`src/rtl/countdown_timer_module.sv`:
```
// mm:ss BCD countdown timer with keypad shift-in entry and 1 Hz tick.
// Define TIMER_DONE_PULSE_EN to build the registered end-of-count done pulse.
module countdown_timer_module (
    input  logic       clock_100Hz,
    input  logic       clear,
    input  logic [3:0] D,
    input  logic       loadn,
    input  logic       pgt_1Hz,
    input  logic       count_enablen,
    output logic [3:0] sec_ones,
    output logic [3:0] sec_tens,
    output logic [3:0] min_ones,
    output logic [3:0] min_tens,
    output logic       zero,
    output logic       done
);

    logic       loadn_q;
    logic       pgt_q;
    logic       load_ev;
    logic       tick_ev;
    logic       do_load;
    logic       do_dec;
    logic [3:0] n_so;
    logic [3:0] n_st;
    logic [3:0] n_mo;
    logic [3:0] n_mt;

    assign load_ev = loadn_q & ~loadn;
    assign tick_ev = ~pgt_q & pgt_1Hz;
    assign zero    = (sec_ones == 4'd0) && (sec_tens == 4'd0) &&
                     (min_ones == 4'd0) && (min_tens == 4'd0);
    assign do_load = load_ev & count_enablen & (D <= 4'd9);
    assign do_dec  = tick_ev & ~count_enablen & ~zero;

    always_comb begin
        n_so = sec_ones;
        n_st = sec_tens;
        n_mo = min_ones;
        n_mt = min_tens;
        if (do_load) begin
            n_mt = min_ones;
            n_mo = sec_tens;
            n_st = sec_ones;
            n_so = D;
        end else if (do_dec) begin
            // Borrow ripples left only through zero digits.
            if (sec_ones != 4'd0) begin
                n_so = sec_ones - 4'd1;
            end else begin
                n_so = 4'd9;
                if (sec_tens != 4'd0) begin
                    n_st = sec_tens - 4'd1;
                end else begin
                    n_st = 4'd5;
                    if (min_ones != 4'd0) begin
                        n_mo = min_ones - 4'd1;
                    end else begin
                        n_mo = 4'd9;
                        n_mt = min_tens - 4'd1;
                    end
                end
            end
        end
    end

    // Edge detectors reset to the "already asserted" level so held inputs
    // across reset release do not fire.
    always_ff @(posedge clock_100Hz or posedge clear) begin
        if (clear) begin
            sec_ones <= 4'd0;
            sec_tens <= 4'd0;
            min_ones <= 4'd0;
            min_tens <= 4'd0;
            loadn_q  <= 1'b0;
            pgt_q    <= 1'b1;
        end else begin
            sec_ones <= n_so;
            sec_tens <= n_st;
            min_ones <= n_mo;
            min_tens <= n_mt;
            loadn_q  <= loadn;
            pgt_q    <= pgt_1Hz;
        end
    end

`ifdef TIMER_DONE_PULSE_EN
    logic dec_zero;
    logic done_q;

    assign dec_zero = do_dec && (n_so == 4'd0) && (n_st == 4'd0) &&
                      (n_mo == 4'd0) && (n_mt == 4'd0);

    always_ff @(posedge clock_100Hz or posedge clear) begin
        if (clear) begin
            done_q <= 1'b0;
        end else begin
            done_q <= dec_zero;
        end
    end

    assign done = done_q;
`else
    assign done = 1'b0;
`endif

endmodule

```
`config.mk`:
```
export PLATFORM = sky130hd
export DESIGN_NAME = countdown_timer_module
export DESIGN_NICKNAME = d
export VERILOG_FILES = /design/src/rtl/countdown_timer_module.sv
export SDC_FILE = /design/constraint.sdc
export NUM_CORES = 1
export LEC_CHECK = 0
export CAP_MARGIN = 20
export CORE_UTILIZATION = 48
export DETAILED_ROUTE_END_ITERATION = 10
export PLACE_DENSITY_LB_ADDON = 0.08
export RECOVER_POWER = 100
export SETUP_SLACK_MARGIN = 0.05
export SLEW_MARGIN = 0
export SYNTH_ARGS = -nofsm -noshare
export SYNTH_HDL_FRONTEND = slang
export SYNTH_SLANG_ARGS = --single-unit
```
`constraint.sdc`:
```
create_clock -name clock_100Hz -period 2.7 [get_ports clock_100Hz]
set_input_delay 0.54 -clock clock_100Hz [delete_from_list [all_inputs] [get_ports clock_100Hz]]
set_output_delay 0.54 -clock clock_100Hz [all_outputs]
set_load 0.005 [all_outputs]
```
==> results.py, run 1 <==
metrics = {
    "placement": {
        "dp_slack_ns": 0.111,
        "io_buffers": 25,
        "post-dp-hpwl_um": 2120,
        "place_congestion": 0.858,
        "dpl.cell_count": 189,
    },
    "clock_tree": {
        "cts.path.max_buffers": 2,
        "clk_latency_ns": 0.30,
        "clkSinkCount": 18,
        "numCtsBuffers": 3,
        "cts_tree": "built",
        "htree_num_levels": 1,
        "clkSlewWorstSetupHoldPaths_ns": 0.11,
        "clockRootBuffer": "clkbuf_4",
    },
    "sta": {
        "worstMarginPinSlew_ns": 0.707,
        "finalSetupViolCount": 0,
        "rsz0062_at_grt": "no",
        "fin_hold_ws_ns": 0.624,
        "max_freq_ghz": 0.392,
        "drv_slew": 0,
        "hold_viol_final": 0,
        "layout_min_cycle_time_ns": 2.55,
        "post-route-period-util": 0.944,
        "skew_ns": 0.00479,
        "slew_headroom": 0.528,
        "finalSetupTns_ns": 0,
        "layout_setup_ws_ns": 0.151,
    },
    "synthesis": {
        "ys_warn_count": 0,
        "ys_seq_elements": 18,
        "synth_flop_cell": "dfrtp_1",
        "ys_top_cells_by_area": "dfrtp_1, nor2_1, a31oi_1",
        "syn-mean-instance-area_um2": 8.52,
        "netlist_instances": 128,
        "synth_edf_count": 0,
        "syn-cell-area_mm2": 0.00109,
        "ys_seq_area_frac": 0.414,
        "yosysTopAreaCellShare": 0.390,
        "synth-async-reset-ratio": 1.00,
        "yosysUniqueCellTypes": 36,
        "syn_nets": 139,
        "synth_top_area_cell": "dfrtp_1",
    },
    "power": {
        "cellLeakagePower_nw": 0.603,
        "switching_share": 0.384,
        "ir_drop_v": 0.000668,
        "p_sw_mw": 0.451,
        "power_density_mw_per_mm2": 799,
        "p_int_mw": 0.723,
        "clkPwrFrac": 0.147,
        "pwr-share-seq": 0.355,
        "combPwrFrac": 0.497,
    },
    "critical_path": {
        "slowest_delay_ns": 0.43,
        "crit_path_cell_trace": "inv_1 -> ha_1 -> or3b_4 -> nor4_4 -> dlygate4sd2_1",
        "worst_setup_path_end_kind": "primary output",
        "path_class": "reg2out",
        "cp.arrival_ns": 2.01,
        "crit_path_max_fanout": 5,
        "startpoint_type": "flip-flop",
        "critical_path_required_ns": 2.16,
        "crit_slowest_cell": "dfrtp_1",
    },
    "floorplan": {
        "dieArea_mm2": 0.00247,
        "placeableCoreArea_mm2": 0.00204,
        "die_w_um": 49.7,
        "start_util": 0.534,
        "core.rowCount": 16,
        "die_h_um": 49.7,
        "pin_count": 27,
    },
    "global_route": {
        "met3_usage": 0.0617,
        "grt.met2_usage": 0.405,
        "grt.total_usage": 0.270,
        "grt-busiest-layer": "met2",
        "antenna_found_initial": 0,
        "gr-total-overflow": 0,
        "grt_pass1_vias": 1083,
        "gr-usage-met1": 0.378,
        "grt_first_pass_wirelength_um": 5110,
        "grt_max_degree": 19,
    },
    "route": {
        "drtIter0Drc": 58,
        "via_count": 1170,
        "firstDrtPassIters": 4,
        "via_per_inst": 6.06,
        "drt-total-wl_um": 3010,
        "ant_nets": 0,
        "drc_errors": 0,
        "routedWlPerCell_um": 15.6,
    },
    "hold_path": {
        "hold_path.class": "reg2reg",
    },
    "finish": {
        "syn2layout_area_growth_pct": 34.5,
        "stdcell_count": 193,
        "num_antenna_cells": 0,
        "drive_gt1_frac": 0.0964,
        "nets": 178,
    },
    "outcome": {
        "status": "completed",
    },
    "job": {
        "drv_cap": 0,
    },
}
==> through the flow <==
step	util	total power, mW	cell area (um^2)
floorplan	-	0.688	1090
global placement	0.715	1.02	1460
global route	0.719	1.25	1470
detailed placement	0.715	1.04	1460
CTS	0.738	1.22	1510
finish	0.719	1.17	1470
==> registers in the layout, summed over array words and instances, names as in the netlist <==
signal,cells
loadn_q,1
min_ones,4
min_tens,4
pgt_q,1
sec_ones,4
sec_tens,4
==> critical path, delay by kind of cell, from the launching register on <==
kind          cells  cell delay (ns)
simple gates      2             0.70
flops             1             0.43
buf+inv           2             0.39
fa+ha+maj         1             0.19
==> worst paths after layout <==
| check | from | end | slack [ns] | cells after the start |
|---|---|---|---|---|
| worst max-delay path | min_tens[0]$_DFFE_PP0P_ | zero | 0.15 | 5 |
| worst min-delay path | min_tens[3]$_DFFE_PP0P_ | min_tens[3]$_DFFE_PP0P_ | 0.62 | 2 |
| worst max register to register | sec_ones[2]$_DFFE_PP0P_ | min_tens[3]$_DFFE_PP0P_ | 0.43 | 5 |
| worst min register to register | min_tens[3]$_DFFE_PP0P_ | min_tens[3]$_DFFE_PP0P_ | 0.62 | 2 |
| max in group asynchronous | clear | loadn_q$_DFF_PP0_ | 1.47 | 2 |
| min in group asynchronous | clear | min_ones[1]$_DFFE_PP0P_ | 0.77 | 2 |
==> placed cells by master (no fill, tap or decap), drive strengths merged, types with 5 or more instances in the layout <==
cell type      Yosys  final
clkbuf             4     12
dfrtp             17     17
nand2             12     12
nor3               5      5
o21ai              7      7
buf                2      7
dlygate4sd3        0     13
nor2              17     17
clkdlybuf4s50      0     11
a31oi              8      8
or4                6      6
a21oi              8      8
o31ai              5      5
==> kinds of logic after synthesis <==
| family | synth area share |
|---|---|
| and+or+nand+nor | 0.312 |
| adders and majority gates | 0.0229 |
| DFF | 0.414 |
| muxes | 0.0183 |
| buffers and inverters | 0.0355 |
| AOI/OAI and AO/OA | 0.194 |
| other | 0.00344 |
==> cell usage after synthesis (4+ instances only) <==
cell and instances:
nand2_1 12, a31oi_1 8, nand3_1 4, or3_1 4, o21ai_0 7, a21oi_1 8, nor2_1 17, nor3_1 4
o31ai_1 5, dfrtp_1 17, clkbuf_1 4, or4_1 4
==> routing by layer <==
metal	part of all wire	vias to the layer above
met4	0	0
met3	0.10	0
met5	0	-
met1	0.45	535
li1	-	552
met2	0.45	83
==> power by group through the flow <==
| stage | Sequential, mW | Combinational, mW | Clock, mW |
|---|---|---|---|
| 2_1_floorplan | 0.468 | 0.220 | 0 |
| 3_3_place_gp | 0.417 | 0.608 | 0 |
| 3_5_place_dp | 0.421 | 0.614 | 0 |
| 4_1_cts | 0.417 | 0.627 | 0.177 |
| 5_1_grt | 0.426 | 0.637 | 0.190 |
| 6_report | 0.417 | 0.584 | 0.173 |
==> cell type report <==
type,count,area [um^2]
repair buffers,40,332
fillers,165,574
well taps,27,33.8
flip-flops and latches,18,452
multi-input cells,101,603
clock buffers,4,36.3
inverters,3,11.3
==> repair_timing <==
| item | in CTS | in global routing |
|---|---|---|
| gates resized for setup | 3 | 0 |
| setup endpoints to repair | 1 | 0 |
| hold endpoints to repair | 0 | 0 |
| buffers inserted | 0 | 0 |
| hold buffers | 0 | 0 |
No activity file was read; power rests on OpenSTA's default activity.
==> run 2, diff against run 1 <==
Settings changed: CELL_PAD_IN_SITES_DETAIL_PLACEMENT set to 2, CELL_PAD_IN_SITES_GLOBAL_PLACEMENT set to 2, CORE_UTILIZATION 48 to 28.
==> results.py, run 2 (same netlist as run 1, synthesis figures left out) <==
metrics = {
    "route": {
        "drt-total-wl_um": 3860,
        "routedWlPerCell_um": 17.5,
        "firstDrtPassIters": 4,
        "ant_nets": 0,
        "drc_errors": 0,
        "drtIter0Drc": 85,
        "via_per_inst": 5.40,
        "via_count": 1188,
    },
    "placement": {
        "post_dp_cell_area_mm2": 0.00153,
        "place_congestion": 0.826,
        "post-dp-hpwl_um": 3000,
        "io_buffers": 25,
        "dpl.cell_count": 216,
    },
    "clock_tree": {
        "clkSlewWorstSetupHoldPaths_ns": 0.07,
        "clockRootBuffer": "clkbuf_8",
        "clk_latency_ns": 0.26,
        "cts.path.max_buffers": 2,
        "htree_num_levels": 1,
        "clkSinkCount": 18,
        "numCtsBuffers": 3,
        "cts_tree": "built",
    },
    "critical_path": {
        "r2r_cells": 6,
        "cp.arrival_ns": 2.01,
        "crit_path_max_fanout": 4,
        "worst_setup_path_end_kind": "primary output",
        "crit_buf_inv": 2,
        "crit_slowest_cell": "or3b_2",
        "cpLargestDelayFamily": "simple AND/OR/NAND/NOR gates",
        "path_class": "reg2out",
        "slowest_delay_ns": 0.49,
        "startpoint_type": "flip-flop",
        "rr_startpoint": "sec_ones[2]$_DFFE_PP0P_",
        "r2r_slack_ns": 0.41,
        "critical_path_required_ns": 2.16,
        "crit_path_cell_trace": "inv_1 -> ha_1 -> or3b_2 -> nor4_4 -> dlygate4sd2_1",
        "rr_endpoint": "min_tens[2]$_DFFE_PP0P_",
    },
    "floorplan": {
        "die_h_um": 64.4,
        "core.rowCount": 22,
        "dieArea_mm2": 0.00415,
        "start_util": 0.296,
        "pin_count": 27,
        "placeableCoreArea_mm2": 0.00369,
        "die_w_um": 64.4,
    },
    "job": {
        "drv_cap": 0,
    },
    "power": {
        "cellLeakagePower_nw": 0.611,
        "power_density_mw_per_mm2": 806,
        "pwr-share-seq": 0.331,
        "p_int_mw": 0.763,
        "clkPwrFrac": 0.186,
        "combPwrFrac": 0.484,
        "ir_drop_v": 0.000250,
        "p_sw_mw": 0.475,
        "switching_share": 0.384,
    },
    "sta": {
        "rsz0062_at_grt": "no",
        "max_freq_ghz": 0.393,
        "slew_headroom": 0.484,
        "skew_ns": 0.00175,
        "drv_slew": 0,
        "worstMarginPinSlew_ns": 0.773,
        "hold_viol_final": 0,
        "layout_min_cycle_time_ns": 2.55,
        "finalSetupTns_ns": 0,
        "post-route-period-util": 0.943,
        "finalSetupViolCount": 0,
    },
    "global_route": {
        "grt_max_degree": 19,
        "grt.total_usage": 0.212,
        "grt_first_pass_wirelength_um": 6580,
        "antenna_found_initial": 0,
        "gr-total-overflow": 0,
        "grt_pass1_vias": 1361,
    },
    "finish": {
        "seq_area_um2": 452,
        "postLayoutCellArea_mm2": 0.00154,
        "final_cell_mix": "nor2_1, dfrtp_1, clkdlybuf4s50_1",
        "num_antenna_cells": 0,
        "fillCellCount": 450,
        "nets": 184,
        "syn2layout_area_growth_pct": 40.9,
        "stdcell_count": 220,
        "multiInputGateArea_um2": 606,
        "drive_gt1_frac": 0.0988,
    },
    "hold_path": {
        "hold_path.startpoint": "min_tens[0]$_DFFE_PP0P_",
        "holdPathStages": 2,
        "hold_path.class": "reg2reg",
        "holdPathEnd": "min_tens[0]$_DFFE_PP0P_",
    },
    "outcome": {
        "status": "completed",
    },
}
run 2: worst max path at each step:
stage | from | endpoint | slack, ns | cells past startpoint
global placement | min_tens[0]$_DFFE_PP0P_ | zero | 0.09 | 5
global route | min_tens[0]$_DFFE_PP0P_ | zero | 0.05 | 5
finish | min_tens[0]$_DFFE_PP0P_ | zero | 0.15 | 5
CTS | min_tens[0]$_DFFE_PP0P_ | zero | 0.06 | 5
detailed placement | min_tens[0]$_DFFE_PP0P_ | zero | 0.07 | 5
floorplan | count_enablen | sec_tens[2]$_DFFE_PP0P_ | 0.64 | 5
run 2: final cells by class:
cell class | count | share of cell area
clock buffer | 4 | 0.0358
inverter | 3 | 0.00732
multi-input combinational | 101 | 0.394
sequential | 18 | 0.294
tap | 48 | 0.0391
timing repair buffer | 46 | 0.230
run 2: metal layers:
| metal | up-vias | global-route usage | wire (um) |
|---|---|---|---|
| li1 | 563 | - | - |
| met1 | 596 | 0.246 | 1630 |
| met2 | 22 | 0.388 | 2050 |
| met3 | 7 | 0.0299 | 107 |
| met4 | 0 | 0.0833 | 70 |
| met5 | - | 0 | 0 |
run 2: power groups by stage:
stage	combinational, mW	sequential [mW]	clock, mW
finish	0.599	0.410	0.230
global route	0.666	0.423	0.248
CTS	0.677	0.412	0.237
detailed placement	0.664	0.416	0
global placement	0.640	0.411	0
floorplan	0.220	0.468	0
run 2: what timing repair did:
item	4_1_cts	5_1_grt
gates resized for setup	2	1
hold buffers	0	0
endpoints found under the setup margin	1	1
setup buffers	0	0
endpoints found under the hold margin	0	0
pin swaps	1	1
run 2: through the flow:
stage	power [mW]	worst slack (ns)	util	hold WS, ns
finish	1.24	0.155	0.417	0.606
CTS	1.33	0.0632	0.432	0.615
global placement	1.05	0.0855	0.415	0.598
global route	1.34	0.0466	0.417	0.648
detailed placement	1.08	0.0731	0.415	0.605
floorplan	0.688	0.635	-	0.478
run 2: worst min-delay path: stages, from the launching register on:
cell     delay (ns)
dfrtp_1        0.41
o21ai_0        0.08
a31oi_1        0.08
